## src/rtl/cpu_defs.sv

```systemverilog
// Shared CPU definitions: machine width, reset vector, canonical nop and RV32 opcodes.
`timescale 1ns/1ps
package cpu_defs;

    localparam int XLEN = 32;

    localparam logic [XLEN-1:0] RESET_PC_DEFAULT = 32'h0000_0000;
    // addi x0, x0, 0
    localparam logic [XLEN-1:0] INST_NOP = 32'h0000_0013;

    localparam logic [6:0] OPC_LUI    = 7'b0110111;
    localparam logic [6:0] OPC_AUIPC  = 7'b0010111;
    localparam logic [6:0] OPC_JAL    = 7'b1101111;
    localparam logic [6:0] OPC_JALR   = 7'b1100111;
    localparam logic [6:0] OPC_BRANCH = 7'b1100011;
    localparam logic [6:0] OPC_LOAD   = 7'b0000011;
    localparam logic [6:0] OPC_STORE  = 7'b0100011;
    localparam logic [6:0] OPC_OP_IMM = 7'b0010011;
    localparam logic [6:0] OPC_OP     = 7'b0110011;
    localparam logic [6:0] OPC_SYSTEM = 7'b1110011;

    // Fetch addresses are always word aligned.
    function automatic logic [XLEN-1:0] word_align(input logic [XLEN-1:0] addr);
        return {addr[XLEN-1:2], 2'b00};
    endfunction

endpackage

```

## src/rtl/pc_gen.sv

```systemverilog
// Next-PC selection: a redirect wins over sequential advance, otherwise the PC holds.
`timescale 1ns/1ps
module pc_gen
    import cpu_defs::*;
(
    input  logic [XLEN-1:0] cur_pc_i,
    input  logic [XLEN-1:0] seq_base_i,
    input  logic            advance_i,
    input  logic            redirect_valid_i,
    input  logic [XLEN-1:0] redirect_pc_i,
    output logic [XLEN-1:0] next_pc_o
);

    always_comb begin
        next_pc_o = cur_pc_i;
        if (redirect_valid_i) begin
            next_pc_o = word_align(redirect_pc_i);
        end else if (advance_i) begin
            // Wraps modulo 2^XLEN.
            next_pc_o = seq_base_i + 32'd4;
        end
    end

endmodule

```

## src/rtl/fetch_unit.sv

```systemverilog
// Instruction fetch with a single outstanding memory request and a one-entry
// output register towards decode; redirects flush and kill in-flight responses.
`timescale 1ns/1ps
module fetch_unit
    import cpu_defs::*;
#(
    parameter logic [XLEN-1:0] RESET_PC = RESET_PC_DEFAULT
) (
    input  logic            clk,
    input  logic            rst,
    input  logic            redirect_valid,
    input  logic [XLEN-1:0] redirect_pc,
    output logic            imem_req,
    output logic [XLEN-1:0] imem_addr,
    input  logic            imem_gnt,
    input  logic            imem_rvalid,
    input  logic [XLEN-1:0] imem_rdata,
    output logic            inst_valid,
    input  logic            inst_ready,
    output logic [XLEN-1:0] inst,
    output logic [XLEN-1:0] inst_pc
);

    typedef enum logic [1:0] {
        S_IDLE = 2'd0,
        S_REQ  = 2'd1,
        S_WAIT = 2'd2
    } state_e;

    state_e          state_q, state_d;
    logic [XLEN-1:0] pc_q, pc_d;
    logic [XLEN-1:0] req_pc_q, req_pc_d;
    logic [XLEN-1:0] inst_q, inst_d;
    logic [XLEN-1:0] inst_pc_q, inst_pc_d;
    logic            kill_q, kill_d;
    logic            inst_valid_q, inst_valid_d;

    logic out_free;
    logic req_fire;
    logic rsp_take;
    logic rsp_load;

    assign out_free = !inst_valid_q || inst_ready;
    assign req_fire = imem_req && imem_gnt;
    assign rsp_take = (state_q == S_WAIT) && imem_rvalid;
    // A redirect in the same cycle as the response discards it.
    assign rsp_load = rsp_take && !kill_q && !redirect_valid;

    always_ff @(posedge clk or posedge rst) begin
        if (rst) begin
            state_q <= S_IDLE;
        end else begin
            state_q <= state_d;
        end
    end

    always_comb begin
        state_d = state_q;
        unique case (state_q)
            S_IDLE:  state_d = S_REQ;
            S_REQ:   if (req_fire) state_d = S_WAIT;
            S_WAIT:  if (imem_rvalid) state_d = S_REQ;
            default: state_d = S_IDLE;
        endcase
    end

    always_comb begin
        imem_req  = 1'b0;
        imem_addr = pc_q;
        if (state_q == S_REQ) begin
            imem_req = out_free;
        end
    end

    pc_gen u_pc_gen (
        .cur_pc_i         (pc_q),
        .seq_base_i       (req_pc_q),
        .advance_i        (rsp_load),
        .redirect_valid_i (redirect_valid),
        .redirect_pc_i    (redirect_pc),
        .next_pc_o        (pc_d)
    );

    always_comb begin
        req_pc_d  = req_fire ? pc_q : req_pc_q;
        inst_d    = rsp_load ? imem_rdata : inst_q;
        inst_pc_d = rsp_load ? req_pc_q : inst_pc_q;

        // The response retires the single outstanding request, so it always clears kill.
        kill_d = kill_q;
        if (rsp_take) begin
            kill_d = 1'b0;
        end else if (redirect_valid && ((state_q == S_WAIT) || req_fire)) begin
            kill_d = 1'b1;
        end

        inst_valid_d = inst_valid_q;
        if (redirect_valid) begin
            inst_valid_d = 1'b0;
        end else if (rsp_load) begin
            inst_valid_d = 1'b1;
        end else if (inst_valid_q && inst_ready) begin
            inst_valid_d = 1'b0;
        end
    end

    always_ff @(posedge clk or posedge rst) begin
        if (rst) begin
            pc_q         <= RESET_PC;
            req_pc_q     <= RESET_PC;
            kill_q       <= 1'b0;
            inst_valid_q <= 1'b0;
            inst_q       <= INST_NOP;
            inst_pc_q    <= RESET_PC;
        end else begin
            pc_q         <= pc_d;
            req_pc_q     <= req_pc_d;
            kill_q       <= kill_d;
            inst_valid_q <= inst_valid_d;
            inst_q       <= inst_d;
            inst_pc_q    <= inst_pc_d;
        end
    end

    assign inst_valid = inst_valid_q;
    assign inst       = inst_q;
    assign inst_pc    = inst_pc_q;

endmodule

```

## config.mk

```make
export PLATFORM = sky130hd
export DESIGN_NAME = fetch_unit
export DESIGN_NICKNAME = d
export VERILOG_FILES = /design/src/rtl/cpu_defs.sv /design/src/rtl/pc_gen.sv /design/src/rtl/fetch_unit.sv
export SDC_FILE = /design/constraint.sdc
export NUM_CORES = 1
export LEC_CHECK = 0
export CAP_MARGIN = 0
export CORE_MARGIN = 2
export CORE_UTILIZATION = 28
export DETAILED_ROUTE_END_ITERATION = 12
export HOLD_SLACK_MARGIN = 0.02
export PLACE_DENSITY = 0.51
export SETUP_SLACK_MARGIN = 0.05
export SLEW_MARGIN = 20
export SYNTH_ARGS = -nofsm -noshare
export SYNTH_HDL_FRONTEND = slang
export SYNTH_SLANG_ARGS = --single-unit
```

## constraint.sdc

```tcl
create_clock -name clk -period 5.5 [get_ports clk]
set_clock_uncertainty 0.15 [all_clocks]
set_input_delay 1.1 -clock clk [delete_from_list [all_inputs] [get_ports clk]]
set_output_delay 1.1 -clock clk [all_outputs]
set_load 0.005 [all_outputs]
```

* Yosys cells after proc, flatten, opt, wreduce, memory -nomap -nowiden
Cells that the tools add are included.
** Operators by class
- Reductions and logical operators :: 16
- Eq/ne operators :: 4
- Multiplexer cells :: 11
- Add/sub/neg operators :: 1
** Operator list (number)
- two-way mux 32 bit :: 2
- adder 32 x 3 -> 32 bit, second input constant :: 1
- logical AND 1 bit :: 6
- two-way mux 1 bit :: 6
- case mux 2 bit (3 select lines) :: 1
- two-way mux 2 bit :: 2
- inequality test 2 bit, second input constant :: 2
- nonzero test 2 bit :: 2
- zero test 1 bit :: 3
- nonzero test 3 bit :: 1
- equality test 2 x 1 -> 1 bit, second input constant :: 1
- equality test 2 bit, second input constant :: 1
- zero test 2 bit :: 1
- logical OR 1 bit :: 2
- AND reduction 2 bit :: 1
** Storage, ports and cells
- Register bits after elaboration :: 132
- Word-level logic and storage cells :: 39
- Bits of input ports :: 70

* Logic depth before layout (Yosys ltp)
- Word-level depth :: 8
- Depth in mapped cells :: 7

* Cells and area by module
Synthesis repeated with hierarchy kept, for this count alone.
** Second synthesis, totals
- Cells, all modules :: 427
- Area, all modules :: 5843.1 um2
** Modules (own cells, without submodules)
- fetch_unit :: cells each 254, instances 1, area each 4709.5 um2, sequential area each 3306.9 um2
- pc_gen :: cells each 173, instances 1, area each 1133.6 um2, sequential area each 0.0 um2

* Worst setup path after synthesis
Ideal clock, no wire load.
- Path kind :: input port to output port
- Start point :: in inst_ready
- End point :: out imem_req
- Stages :: 2
- Setup slack :: 2.837 ns
- Buffers on the path :: 0
- Arrival time :: 1.413 ns
- Cell sequence :: nand2b_1 and3b_1
** Between the ends
- Cells in the longest elaborated chain, start to end :: 2
** RTL lines
- from (decl) :: line fetch_unit.sv:19 : input logic inst_ready,
- logical OR 1 bit :: line fetch_unit.sv:43 : assign out_free = !inst_valid_q || inst_ready;
- two-way mux 1 bit :: line fetch_unit.sv:70 : if (state_q == S_REQ) begin
- to (decl) :: line fetch_unit.sv:13 : output logic imem_req,
Every way passes these cells.

* Final worst setup path
Ends and elaborated chain as after synthesis.

==> key figures <==
STA
  – Normalized max-slew margin: 0.3607
  – Worst-margin pin slew: between 0.9 and 1 ns
  – Setup TNS: 0 ns
  – Max Fclk: 278.7 MHz
  – # setup viols final: 0
  – Tmin final: 3.588 ns
  – Hold Vio Cnt, Final: 0
  – Worst Hold Margin: 0.3077 ns
  – Tcrit/Tclk final: 0.6523
  – Slew Viols, Final: 0
  – RSZ-0062 raised after global routing: false

Floorplan
  – Full die area: approximately 22,000 sq um
  – Initial Utilization: 0.2853
  – Die height: between 100 and 150 microns
  – Std-Cell Rows: 52
  – Die X-Extent: 147.6 microns
  – Core area: approximately 20,000 sq um
  – Total I/O pin count: 168

Yosys
  – Synth Flop Type: dfrtp_1
  – Sequential share of the synthesized area: 0.5728
  – Synth Area per Inst: around 9.7 sq um
  – Post-synth ARST share: 1.000
  – Distinct cells, synth: 46
  – Synthesized area: 5773 sq um
  – Post-synthesis register bit count: 132
  – Post-synth EDFFs: 0
  – Yosys warning count: 0
  – Mapped Cells: just under 600
  – Mapped Nets: 664

Place
  – DP HPWL: 10.79 mm
  – Buffers on Ports: 165
  – Routability Congestion: 0.7753

Status
  – Outcome: finished clean

Critical path
  – Bufs and invs on worst path: 2
  – CP startpoint: inst_ready
  – Critical path's slowest cell: clkdlybuf4s50_1
  – Reg2reg start: req_pc_q[2]
  – Delay-heaviest family, CP: buffers and inverters
  – Worst reg2reg setup slack: 2.80 ns
  – CP cell instances: clkdlybuf4s50_1, nand2b_1, and3b_1, clkdlybuf4s50_1
  – Setup crit start kind: input port
  – Crit Path Max Fanout: 3
  – Cell with the most instances on the worst path: clkdlybuf4s50_1
  – CP Capture Type: output port
  – Crit Path Class: in -> out
  – CP arrival: between 2 and 2.5 ns
  – WP data required: ~4.3 ns
  – Crit-path max cell delay: 0.50 ns

Clock tree
  – H-tree levels: 4
  – CTS resizes: 0
  – Clock-pin slew on the worst setup and hold paths: 0.06 ns
  – Root Buffer: clkbuf_16
  – Worst skew pair latency: 0.41 ns
  – Sink Count: 132
  – TritonCTS clock tree: done
  – Clock buffer depth: 2
  – Post-cts hold buffer count: 0
  – Cts bufs inserted: 17
  – Post-CTS setup buffers: 0

GRT
  – Largest net degree at the start of global routing: 111
  – Vias in the first global route: approximately 4,900
  – Total GRT Usage: 0.1545
  – Grt ovf: 0
  – First-pass GRT wire length: 26.25 mm
  – Initial antenna violation count: 0

Finish
  – Area Growth Syn to Fin: 43.43%
  – Fill count: 2,000
  – Share of layout cells above drive strength 1: 0.1089
  – Most frequent cells in the layout: nand2_1, clkdlybuf4s50_1, dfrtp_1, mux2_2, o21ai_0
  – Antenna diodes: 0
  – Final-stage net count: 820
  – Commonest non-fill, non-tap cell in the layout: nand2_1

Route
  – Routed WL per cell: 15.88 microns
  – Drt pass-1 iters: 4
  – ANT nets after route: 0
  – Drt first-iter violations: 195
  – Vias after detailed routing: 4,767
  – Final WL: approximately 16 mm
  – Vias/cell: 4.619
  – DRC violations left: 0

Power
  – Seq pwr share: 0.418
  – Gate power share: 0.265
  – Clock power frac: 0.318
  – Worst vdd ir: 0.2192 mV
  – PD cells: 445.5 nW/um^2
  – Pint: 2.601 mW
  – Static Leak: 3.725 nW
  – Switching pwr: 1.088 mW
  – Net Sw Frac: 0.2948

Flow run
  – Max-cap violation count: 0

Worst hold path
  – Worst min-delay path category: reg -> reg
  – Worst Hold Launch: inst[4]
## through the flow
stage	area, sq um	cells	setup slack (ns)	total power [mW]	util
4_1_cts	8278	1032	1.904	3.737	0.4091
2_1_floorplan	5773	593	0.7289	1.986	-
6_report	8280	1032	1.912	3.689	0.4092
3_3_place_gp	7665	1000	1.929	2.511	0.3788
5_1_grt	8280	1032	1.846	3.914	0.4092
3_5_place_dp	7665	1000	1.920	2.547	0.3788
## power groups by stage
stage | logic [mW] | registers [mW] | clock network [mW]
2_1_floorplan | 0.495 | 1.49 | 0
3_3_place_gp | 0.970 | 1.54 | 0
3_5_place_dp | 0.990 | 1.56 | 0
4_1_cts | 0.995 | 1.54 | 1.20
5_1_grt | 1.08 | 1.59 | 1.25
6_report | 0.977 | 1.54 | 1.17
## worst min-delay path, delay by kind of cell, from the launching register on
kind	cells	cell delay, ns
and+or+nand+nor	2	0.10
DFF	1	0.36
## cells in the mapped netlist, types with 2 or more instances
| library cell | count | area [sq um] |
|---|---|---|
| inv_1 | 6 | 22.52 |
| o221ai_1 | 12 | 105.1 |
| dfstp_2 | 3 | 78.83 |
| xnor2_1 | 14 | 122.6 |
| dfrtp_1 | 129 | 3228 |
| o21ai_0 | 28 | 140.1 |
| a21oi_1 | 12 | 60.06 |
| buf_6 | 4 | 45.04 |
| a21o_1 | 4 | 30.03 |
| nor2_1 | 14 | 52.55 |
| clkbuf_1 | 25 | 93.84 |
| xor2_1 | 8 | 70.07 |
| or4_1 | 2 | 15.01 |
| nand4_1 | 7 | 43.79 |
| nand2_1 | 231 | 867.1 |
| dlygate4sd1_1 | 2 | 17.52 |
| nand2b_1 | 3 | 18.77 |
| mux2_2 | 32 | 360.4 |
| nor3_1 | 10 | 50.05 |
| nand3_1 | 11 | 55.05 |
| and3_1 | 6 | 37.54 |
| mux2i_1 | 3 | 30.03 |
| nor4_1 | 3 | 18.77 |
| buf_1 | 2 | 7.510 |
## registers in the layout, indices dropped and copies added (netlist names)
signal      cells
inst_valid      1
kill_q          1
inst_pc        32
state_q         2
req_pc_q       32
imem_addr      32
inst           32
## path summary, 6_finish.rpt
kind / endpoint / cells past startpoint
max: imem_req / 4
min: inst[4] / 2
max reg2reg: imem_addr[28] / 6
min reg2reg: inst[4] / 2
max in group asynchronous: inst[0] / 3
min in group asynchronous: inst_pc[24] / 2
## cell families after synthesis
logic type	share of synthesized area
compound gates	0.06676
xor+xnor	0.03338
fa+ha+maj	0.002167
buf+inv	0.03511
flops	0.5728
mux	0.06762
simple gates	0.2222
## per-layer routing
layer / vias to the layer above / share of wire / GRT usage
li1: 2280 / - / -
met1: 2364 / 0.46 / 0.2039
met2: 109 / 0.48 / 0.2444
met3: 14 / 0.051 / 0.04198
met4: 0 / 0.012 / 0.05577
met5: - / 0 / 0
## area by class of cell
| type | count | area, sq um | area share |
|---|---|---|---|
| Sequential cell | 132 | 3307 | 0.3994 |
| Multi-Input combinational cell | 420 | 2293 | 0.2770 |
| Timing Repair Buffer | 172 | 1699 | 0.2052 |
| Clock buffer | 21 | 460.4 | 0.05561 |
| Tap cell | 270 | 337.8 | 0.04080 |
| Clock inverter | 11 | 152.6 | 0.01843 |
| Inverter | 6 | 30.03 | 0.003626 |
Power figures use the tool's default switching activity.
